[src/rtl/ser_ctrl.sv]
// Controller and two-requester arbiter for a 32-to-1 bit serializer.
// Optional build macro: SER_CTRL_FIXED_PRIO_EN (requester 0 always wins contention).
module ser_ctrl #(
  parameter int unsigned GAP_CYCLES = 0
) (
  input  logic        clk,
  input  logic        rst,
  input  logic        req0_valid,
  input  logic [31:0] req0_data,
  output logic        req0_ready,
  input  logic        req1_valid,
  input  logic [31:0] req1_data,
  output logic        req1_ready,
  output logic        ser_rd_en,
  output logic [31:0] ser_word,
  output logic [4:0]  bit_idx,
  output logic        grant_id,
  output logic        word_done,
  output logic        busy
);

  localparam logic [3:0] GAP_LOAD = 4'(GAP_CYCLES);

  typedef enum logic [1:0] {
    FLUSH = 2'd0,
    IDLE  = 2'd1,
    SHIFT = 2'd2,
    GAP   = 2'd3
  } state_t;

  state_t      state;
  state_t      state_nxt;
  logic [31:0] ser_word_q;
  logic        grant_q;
  logic [3:0]  gap_cnt;
  logic        accept;
  logic        win;
  logic        rd_en_raw;

  // Mirrors the serializer's own counter: powers up at zero and is never reset.
  logic [4:0]  align_cnt = 5'd0;

  always_comb begin
    state_nxt = state;
    rd_en_raw = 1'b0;
    word_done = 1'b0;
    accept    = 1'b0;
`ifdef SER_CTRL_FIXED_PRIO_EN
    win = req0_valid ? 1'b0 : 1'b1;
`else
    if (req0_valid && req1_valid) begin
      win = ~grant_q;
    end else begin
      win = req0_valid ? 1'b0 : 1'b1;
    end
`endif
    case (state)
      FLUSH: begin
        rd_en_raw = (align_cnt != 5'd0);
        if (align_cnt == 5'd0) begin
          state_nxt = IDLE;
        end
      end
      IDLE: begin
        if ((req0_valid || req1_valid) && (align_cnt == 5'd0)) begin
          accept    = 1'b1;
          state_nxt = SHIFT;
        end
      end
      SHIFT: begin
        rd_en_raw = 1'b1;
        if (align_cnt == 5'd31) begin
          word_done = 1'b1;
          state_nxt = (GAP_CYCLES != 0) ? GAP : IDLE;
        end
      end
      GAP: begin
        if (gap_cnt <= 4'd1) begin
          state_nxt = IDLE;
        end
      end
      default: state_nxt = FLUSH;
    endcase
  end

  // Enable must fall the instant reset rises, even mid-word.
  assign ser_rd_en  = rd_en_raw & ~rst;
  assign req0_ready = accept & ~win;
  assign req1_ready = accept & win;
  assign ser_word   = ser_word_q;
  assign bit_idx    = align_cnt;
  assign grant_id   = grant_q;
  assign busy       = (state != IDLE);

  always_ff @(posedge clk or posedge rst) begin
    if (rst) begin
      state      <= FLUSH;
      ser_word_q <= 32'd0;
      grant_q    <= 1'b1;
      gap_cnt    <= 4'd0;
    end else begin
      state <= state_nxt;
      if (accept) begin
        ser_word_q <= win ? req1_data : req0_data;
        grant_q    <= win;
      end
      if ((state == SHIFT) && (state_nxt == GAP)) begin
        gap_cnt <= GAP_LOAD;
      end else if ((state == GAP) && (gap_cnt != 4'd0)) begin
        gap_cnt <= gap_cnt - 4'd1;
      end
    end
  end

  always_ff @(posedge clk) begin
    if (ser_rd_en) begin
      align_cnt <= align_cnt + 5'd1;
    end
  end

endmodule
[config.mk]
export PLATFORM = sky130hd
export DESIGN_NAME = ser_ctrl
export DESIGN_NICKNAME = d
export VERILOG_FILES = /design/src/rtl/ser_ctrl.sv
export SDC_FILE = /design/constraint.sdc
export NUM_CORES = 1
export LEC_CHECK = 0
export CAP_MARGIN = 20
export CORE_MARGIN = 2
export CORE_UTILIZATION = 45
export DETAILED_ROUTE_END_ITERATION = 12
export PLACE_DENSITY = 0.95
export SYNTH_ARGS = -nofsm -noshare
export SYNTH_HDL_FRONTEND = slang
export SYNTH_SLANG_ARGS = --single-unit
[constraint.sdc]
create_clock -name clk -period 3 [get_ports clk]
set_input_delay 0.6 -clock clk [delete_from_list [all_inputs] [get_ports clk]]
set_output_delay 0.6 -clock clk [all_outputs]
set_load 0.02 [all_outputs]
======== Word-level counts from Yosys, hierarchy flattened ========
Cells that the tools add are included.
cells by class
  reduce and logical (&&, ||, !) cells .... 10
  order comparisons ....................... 1
  bitwise logic cells ..................... 6
  $add $sub $neg .......................... 2
  multiplexer cells ....................... 15
  equality and inequality tests ........... 6
operators by type and width
  kind                   number
  $mux W32               1
  $mux W2                4
  $mux W4                2
  $pmux W2 S4            1
  $eq A2 B2 Y1 const B   3
  $mux W1                6
  $add A5 B1 Y5 const B  1
  $eq A5 B5 Y1 const B   1
  $logic_not A5 Y1       1
  $reduce_bool A5 Y1     1
  $le A4 B1 Y1 const B   1
  $logic_and A1 B1 Y1    4
  $reduce_bool A4 Y1     1
  $sub A4 B1 Y4 const B  1
  $and A1 B1 Y1          3
  $not A1 Y1             3
  $eq A2 B1 Y1 const B   1
  $logic_not A2 Y1       1
  $ne A2 B1 Y1 const B   1
  $pmux W1 S2            1
  $reduce_bool A2 Y1     1
  $logic_or A1 B1 Y1     1
word-level totals
  bits in registers ....................... 44
  input port bits ......................... 68
  word-level logic and storage cells ...... 45
  output and inout bits ................... 43

======== Depth between registers and ports, before layout ========
Gate-level depths: netlist of run 1.
  word-level depth ........................ 7
  depth in mapped cells ................... 6
  gate-level depth less buffers ........... 5

======== Worst setup path after synthesis of run 1 ========
Ideal clock, no wire load.
  path type ............................... register to output
  start point ............................. register align_cnt[0] (netlist: bit_idx[0])
  end point ............................... output ser_rd_en
  stages on the path, launching flop included .. 6
  path buffers ............................ 1
  slack ................................... 0.320 ns
  arrival time ............................ 2.080 ns
  cells stage by stage .................... edfxtp_1 -> inv_1 -> ha_1 -> nor4b_2 -> buf_2 -> a211oi_1
on the way
  word-level cells in the longest chain between the ends .. 3
ends and longest elaborated chain
  what                      RTL line  RTL
  start: declaration        41        logic [4:0] align_cnt = 5'd0;
  start signal: assignment  117       align_cnt <= align_cnt + 5'd1;
  $reduce_bool A5 Y1        59        rd_en_raw = (align_cnt != 5'd0);
  $pmux W1 S2               57        case (state)
  $and A1 B1 Y1             87        assign ser_rd_en = rd_en_raw & ~rst;
  end: declaration          14        output logic ser_rd_en,
No other way between the ends.

======== Worst setup path in the final report of run 1 ========
Same ends and word-level chain as after synthesis.

==> results.md, run 1 <==
* Final Critical Period at roughly 2.8 ns
* Synth top area cells: dfrtp_1 (40%), a31oi_1 (17%), nand3b_1 (10%)
* Largest fanout on the critical path at 4
* Reg clk slew, reported paths at 0.08 ns
* Post-synthesis xor/xnor area fraction at 0.01822
* Routed vias/inst at a little under 6
* First-pass GRT wire length at 11600 µm
* Total CTS buffers at 5
* Worst path cell trace: inv_1, ha_1, nor4b_4, a211oi_1, clkdlybuf4s50_1
* Largest family of logic cells by synthesized area: compound AO/OA/AOI/OAI gates
* Synthesized Nets at 321
* Mapped Area at 2404 µm²
* Tightest Pin Transition at 0.8933 ns
* WHS at 0.5042 ns
* # DRC at 0
* Worst Clk Skew at 0.003556 ns
* Skew-Pair Late Insertion Delay at around 0.29 ns
* Pwr/cell area at 805.9 nW/µm²
* Synth cell types at 34
* Max cap viols at 0
* Req. time, crit path at between 2 and 2.5 ns
* CTS tree: built
* Rows at 26
* 1st-pass router iterations at 4
* Synthesis-to-layout area growth at 51.28%
* DRT Wirelength at 7283 µm
* GR Util All Layers at 0.2431
* CP startpoint kind: register
* Vias at ~2.4k
* Metal-1 WL at 2911 µm
* Multiplexer share of the synthesized area at 0.01301
* Critical path arrival at 2.17 ns
* ANT cells at 0
* Synth Register Bits at 44
* Hpwl dp at roughly 4900 µm
* Synth Area in Adders at 0.03123
* Routed Antenna Nets at 0
* Final setup fails at 0
* Die ar. at around 5900 µm²
* Count of pins over their slew limit at 0
* Synth area leader: dfrtp_1
* R2R Setup Slk at 0.84 ns
* I/O pin total at 111
* Vias in the first global route at 2394
* Seq/Total Area, Yosys at 0.4690
* H-tree levels at 2
* Placer Congestion at 0.8095
* Crit. End Element: output port
* Postcts setup bufs at 0
* Final nets at 419
* Vert. Die Dim at 77.09 µm
* Layout cells sized above 1 at 0.06647
* Largest net degree at the start of global routing at 65
* Avg WL per Cell at 17.51 µm
* Final hold vios at 0
* Status: finished, final reports clean
* Clock Tree Root: clkbuf_8
* RSZ-0062 raised after global routing: false
* VDD IR max at around 0.36 mV
* CP max stage delay at 0.67 ns
* Core area at 5140 µm²
* Mean Syn Cell Area at around 9.7 µm²
* Cells after Synth at 247
* Grt ovf at 0
* IO Port Bufs at 110
* Leakage at 1.391 nW
* Final Cycle Share at 0.9220
* Worst hold path type: register to register
* Starting Density at 0.4676
* 1st-iter DRT viols at 119
* Simple-Gate Fraction of Synth Area at 0.1551
* Met2 WL at 3687 µm
* Clock Tree Buf Depth at 2
* Initial antenna violation count at 0
* Met3 WL at 555 µm
* Worst path buffer plus inverter count at 2
* Slew HR at 0.4038
* Die W at 77.09 µm
* Synth Area in Compound Gates at 0.2525
* WS Path Type: register to output port
* YS warnings at 0
* Total Neg Setup Slack at 0 ns
* Max Clock Freq at roughly 360 MHz
* CP max-delay cell: clkdlybuf4s50_1
* Utilization after layout at 0.7074
* Highest routed layer: met4
* Critical path's top delay family: buffers and inverters
* Share of the synthesized area in the top cell type at 0.3956
* CTS Sinks at 44
-- through the flow --
step | power, W | worst slack (ns) | cell area, µm² | std cells
2_1_floorplan | 0.001825 | 0.3195 | 2404 | 247
3_3_place_gp | 0.002533 | 0.1401 | 3556 | 408
3_5_place_dp | 0.002589 | 0.08783 | 3556 | 408
4_1_cts | 0.002948 | 0.2266 | 3636 | 416
5_1_grt | 0.003096 | 0.08670 | 3636 | 416
6_report | 0.002930 | 0.2340 | 3636 | 416
-- worst paths after layout --
path / from / end / cells after the start
setup / recovery: bit_idx[0] / ser_rd_en / 5
hold / removal: gap_cnt[3] / gap_cnt[3] / 1
setup reg to reg: bit_idx[0] / grant_id / 6
hold reg to reg: gap_cnt[3] / gap_cnt[3] / 1
max in group asynchronous: rst / grant_id / 3
min in group asynchronous: rst / ser_word[0] / 3
-- Yosys cell counts --
cell / instances
mux2i_1: 2
nand3_1: 1
nor2_1: 3
dfrtp_1: 38
buf_2: 3
nor3_4: 1
or3_1: 1
and3_1: 1
inv_1: 6
nand3b_1: 32
buf_4: 3
xor2_1: 3
mux2_2: 1
o21a_1: 1
a31o_2: 1
nor2b_1: 1
nand2b_1: 2
edfxtp_1: 5
nor3_1: 1
a211oi_1: 1
ha_1: 6
nor3b_1: 2
o211ai_1: 1
clkinv_1: 1
xnor2_1: 2
a31oi_1: 64
nand2_1: 2
nor4_1: 1
nor4b_2: 1
clkbuf_1: 22
or4b_4: 1
and2_1: 1
o21ai_0: 35
dfstp_2: 1
-- power breakdown --
| group | internal [W] | switching (W) |
|---|---|---|
| registers | 0.000863 | 0.000166 |
| logic | 0.000747 | 0.000795 |
| clock network | 0.000159 | 0.000201 |
-- cell families (layout without fill, tap and decap cells) --
| group | Yosys count | in the layout |
|---|---|---|
| adders and majority gates | 6 | 6 |
| AOI/OAI and AO/OA | 103 | 103 |
| xor gates and xnor gates | 5 | 5 |
| muxes | 3 | 3 |
| buffers and inverters | 35 | 134 |
| and+or+nand+nor | 51 | 51 |
| DFF | 44 | 44 |
-- layout by cell type (no fill, tap or decap), drive strengths merged, types with 2 or more instances in the layout --
master / instances
clkdlybuf4s50: 108
a31oi: 64
dfrtp: 38
o21ai: 35
nand3b: 32
buf: 9
inv: 6
ha: 6
edfxtp: 5
clkbuf: 5
clkinv: 4
nor2: 3
xor2: 3
nand2b: 2
xnor2: 2
nand2: 2
mux2i: 2
nor3b: 2
dlygate4sd2: 2
nor3: 2
-- worst reg2reg max path: cells and delay by family, from the launching register on --
family | cells | cell delay, ns
adder cells (fa/ha/maj) | 1 | 0.17
AND/OR/NAND/NOR | 2 | 0.62
multiplexers | 1 | 0.39
buffers and inverters | 2 | 0.46
flip-flops | 1 | 0.45
-- routing by layer --
metal / up-vias / track usage
li1: 1138 / -
met1: 1136 / 0.3050
met2: 113 / 0.4114
met3: 12 / 0.06000
met4: 0 / 0.08036
met5: - / 0
-- flip-flops by register name, indices dropped and copies added (netlist names) --
| register | count |
|---|---|
| grant_id | 1 |
| bit_idx | 5 |
| gap_cnt | 4 |
| ser_word | 32 |
| state | 2 |
-- final cells by class --
| type | instances | area, µm² |
|---|---|---|
| Timing Repair Buffer | 119 | 1166 |
| Tap cell | 70 | 87.58 |
| Inverter | 7 | 26.28 |
| Clock buffer | 5 | 68.82 |
| Fill cell | 407 | 1504 |
| Sequential cell | 44 | 1127 |
| Clock inverter | 3 | 13.76 |
| Multi-Input combinational cell | 168 | 1146 |
-- repair_timing --
item,in CTS,in global routing
hold buffers,0,0
setup endpoints to repair,2,0
resized for setup,2,0
(Power assumes the default switching activity.)
==> run 2: changes to the inputs <==
--- a/config.mk
+++ b/config.mk
@@ -10,6 +10,7 @@
 export CORE_UTILIZATION = 45
 export DETAILED_ROUTE_END_ITERATION = 12
 export PLACE_DENSITY = 0.95
+export SETUP_SLACK_MARGIN = 0.5
 export SYNTH_ARGS = -nofsm -noshare
 export SYNTH_HDL_FRONTEND = slang
 export SYNTH_SLANG_ARGS = --single-unit
==> constraint.sdc (replaced) <==
create_clock -name clk -period 3.5 [get_ports clk]
set_input_delay 0.7 -clock clk [delete_from_list [all_inputs] [get_ports clk]]
set_output_delay 0.7 -clock clk [all_outputs]
set_load 0.02 [all_outputs]
==> results.md, run 2 (synthesized netlist as in run 1, its figures left out) <==
* Status: finished, final reports clean
* CTS tree: built
* Largest net degree at the start of global routing at 65 (unchanged)
* Postcts setup bufs at 0 (unchanged)
* Critical path arrival at 2.17 ns (about the same)
* Post-DP Area at 3556 µm² (unchanged)
* Total CTS buffers at 5 (unchanged)
* Core area at 5140 µm² (unchanged)
* # DRC at 0 (unchanged)
* Pwr/cell area at 690.8 nW/µm² (-14%)
* DRT Wirelength at 7283 µm (unchanged)
* GR Util All Layers at 0.2484 (+0.005279)
* First-pass GRT wire length at 11850 µm (+2.1%)
* Synthesis-to-layout area growth at 51.17% (about the same)
* Vias at 2420 (+0.88%)
* 1st-pass router iterations at 4 (unchanged)
* Worst Clk Skew at 0.006315 ns (+0.002759 ns)
* Routed vias/inst at 5.817 (+0.88%)
* Largest fanout on the critical path at 4 (unchanged)
* I/O pin total at 111 (unchanged)
* Final setup fails at 0 (unchanged)
* Grt ovf at 0 (unchanged)
* Largest register FFs at 32 (unchanged)
* Worst hold path type: register to register
* Layout cells sized above 1 at 0.06069 (-0.005780)
* VDD IR max at 0.3218 mV (-11%)
* Final nets at 419 (unchanged)
* Layout fillers at 430 (+5.7%)
* Clock Tree Buf Depth at 2 (unchanged)
* 1st-iter DRT viols at 146 (+23%)
* Most common cell after layout, fill and taps aside: clkdlybuf4s50_1
* Tightest Pin Transition at 0.8528 ns (-0.04050 ns)
* Placed insts at 408 (unchanged)
* WS Path Type: register to output port
* Leading cell types in the layout, fill and taps excluded: clkdlybuf4s50_1 (108), a31oi_1 (64), dfrtp_1 (38), o21ai_0 (34), nand3b_1 (32)
* Final hold vios at 0 (unchanged)
* Avg WL per Cell at 17.51 µm (unchanged)
* Vias in the first global route at 2400 (+0.25%)
* Initial antenna violation count at 0 (unchanged)
* Leakage at 1.385 nW (-0.39%)
* Crit. End Element: output port
* Clock Tree Root: clkbuf_8
* CTS Sinks at 44 (unchanged)
* Cell Count, Final, Fillers Out at 416 (unchanged)
* Count of pins over their slew limit at 0 (unchanged)
* Max Clock Freq at 348.4 MHz
* Dpl ws at 0.3537 ns (+0.2659 ns)
* Skew-Pair Late Insertion Delay at 0.30 ns (about the same)
* Die ar. at 5942 µm² (unchanged)
* Total Neg Setup Slack at 0 ns (unchanged)
* Vert. Die Dim at 77.09 µm (unchanged)
* CP startpoint kind: register
* Slack of the critical path at 0.6295 ns (+0.3955 ns)
* IO Port Bufs at 110 (unchanged)
* Hpwl dp at 5048 µm (+2.7%)
* Reg clk slew, reported paths at 0.08 ns (about the same)
* RSZ-0062 raised after global routing: false
* Rows at 26 (unchanged)
* ANT cells at 0 (unchanged)
* Starting Density at 0.4676 (unchanged)
* Max cap viols at 0 (unchanged)
* Placer Congestion at 0.8208 (+1.4%)
* Cell area after layout at 3633 µm² (about the same)
* Final Cycle Share at 0.8201
* Slew HR at 0.4309 (+0.02703)
* H-tree levels at 2 (unchanged)
* Routed Antenna Nets at 0 (unchanged)
* Final Critical Period at around 2.9 ns
* Req. time, crit path at 2.80 ns (+0.40 ns)
* Pwr Total at 0.002510 W (-14%)
* Die W at 77.09 µm (unchanged)
[run 2: cell count changes in the layout (fill, tap and decap cells not counted), sizes merged]
cell | before | now
clkbuf | 5 | 7
clkinv | 4 | 2
[run 2: metrics by stage]
| stage | hold slack (ns) | util |
|---|---|---|
| after floorplan | 0.4644 | - |
| final | 0.5042 | 0.7069 |
| after global routing | 0.5389 | 0.7069 |
| after detailed placement | 0.4981 | 0.6918 |
| after CTS | 0.5096 | 0.7069 |
| after global placement | 0.4839 | 0.6918 |
[run 2: critical path, stage by stage (launching register included)]
cell	delay, ns
edfxtp_1	0.44
inv_1	0.11
ha_1	0.18
or4b_4	0.49
nor4_1	0.28
dlygate4sd2_1	0.38
[run 2: layout make-up]
type	instances	area, µm²	area share
Sequential cell	44	1127	0.3103
Multi-Input combinational cell	168	1146	0.3154
Clock buffer	7	76.32	0.02101
Tap cell	70	87.58	0.02410
Clock inverter	1	3.754	0.001033
Timing Repair Buffer	119	1166	0.3209
Inverter	7	26.28	0.007231
[run 2: metal layers]
metal  wire length [µm]  track usage  up-vias
met5                  0            0        -
met4                 95      0.07143        0
met3                433      0.05176        9
li1                   -            -     1138
met2               3712       0.4246       95
met1               3042       0.3187     1178
[run 2: what timing repair did]
action                                  CTS  global route
hold buffers                              0             0
endpoints found under the setup margin    2             0
resized for setup                         3             0
[run 2: path summary, 6_finish.rpt]
kind,from,to,slack (ns),cells past startpoint
max,bit_idx[0],req0_ready,0.63,5
min,gap_cnt[3],gap_cnt[3],0.50,1
max reg2reg,bit_idx[0],grant_id,1.32,6
min reg2reg,gap_cnt[3],gap_cnt[3],0.50,1
max in group asynchronous,rst,ser_word[6],1.92,3
min in group asynchronous,rst,gap_cnt[0],0.83,2
[run 2: where the power goes]
group | internal (W) | total [W] | leakage, nW | switching, W
combinational | 0.000640 | 0.00132 | 0.818 | 0.000677
clock | 0.000139 | 0.000308 | 0.0399 | 0.000169
sequential | 0.000740 | 0.000884 | 0.527 | 0.000144
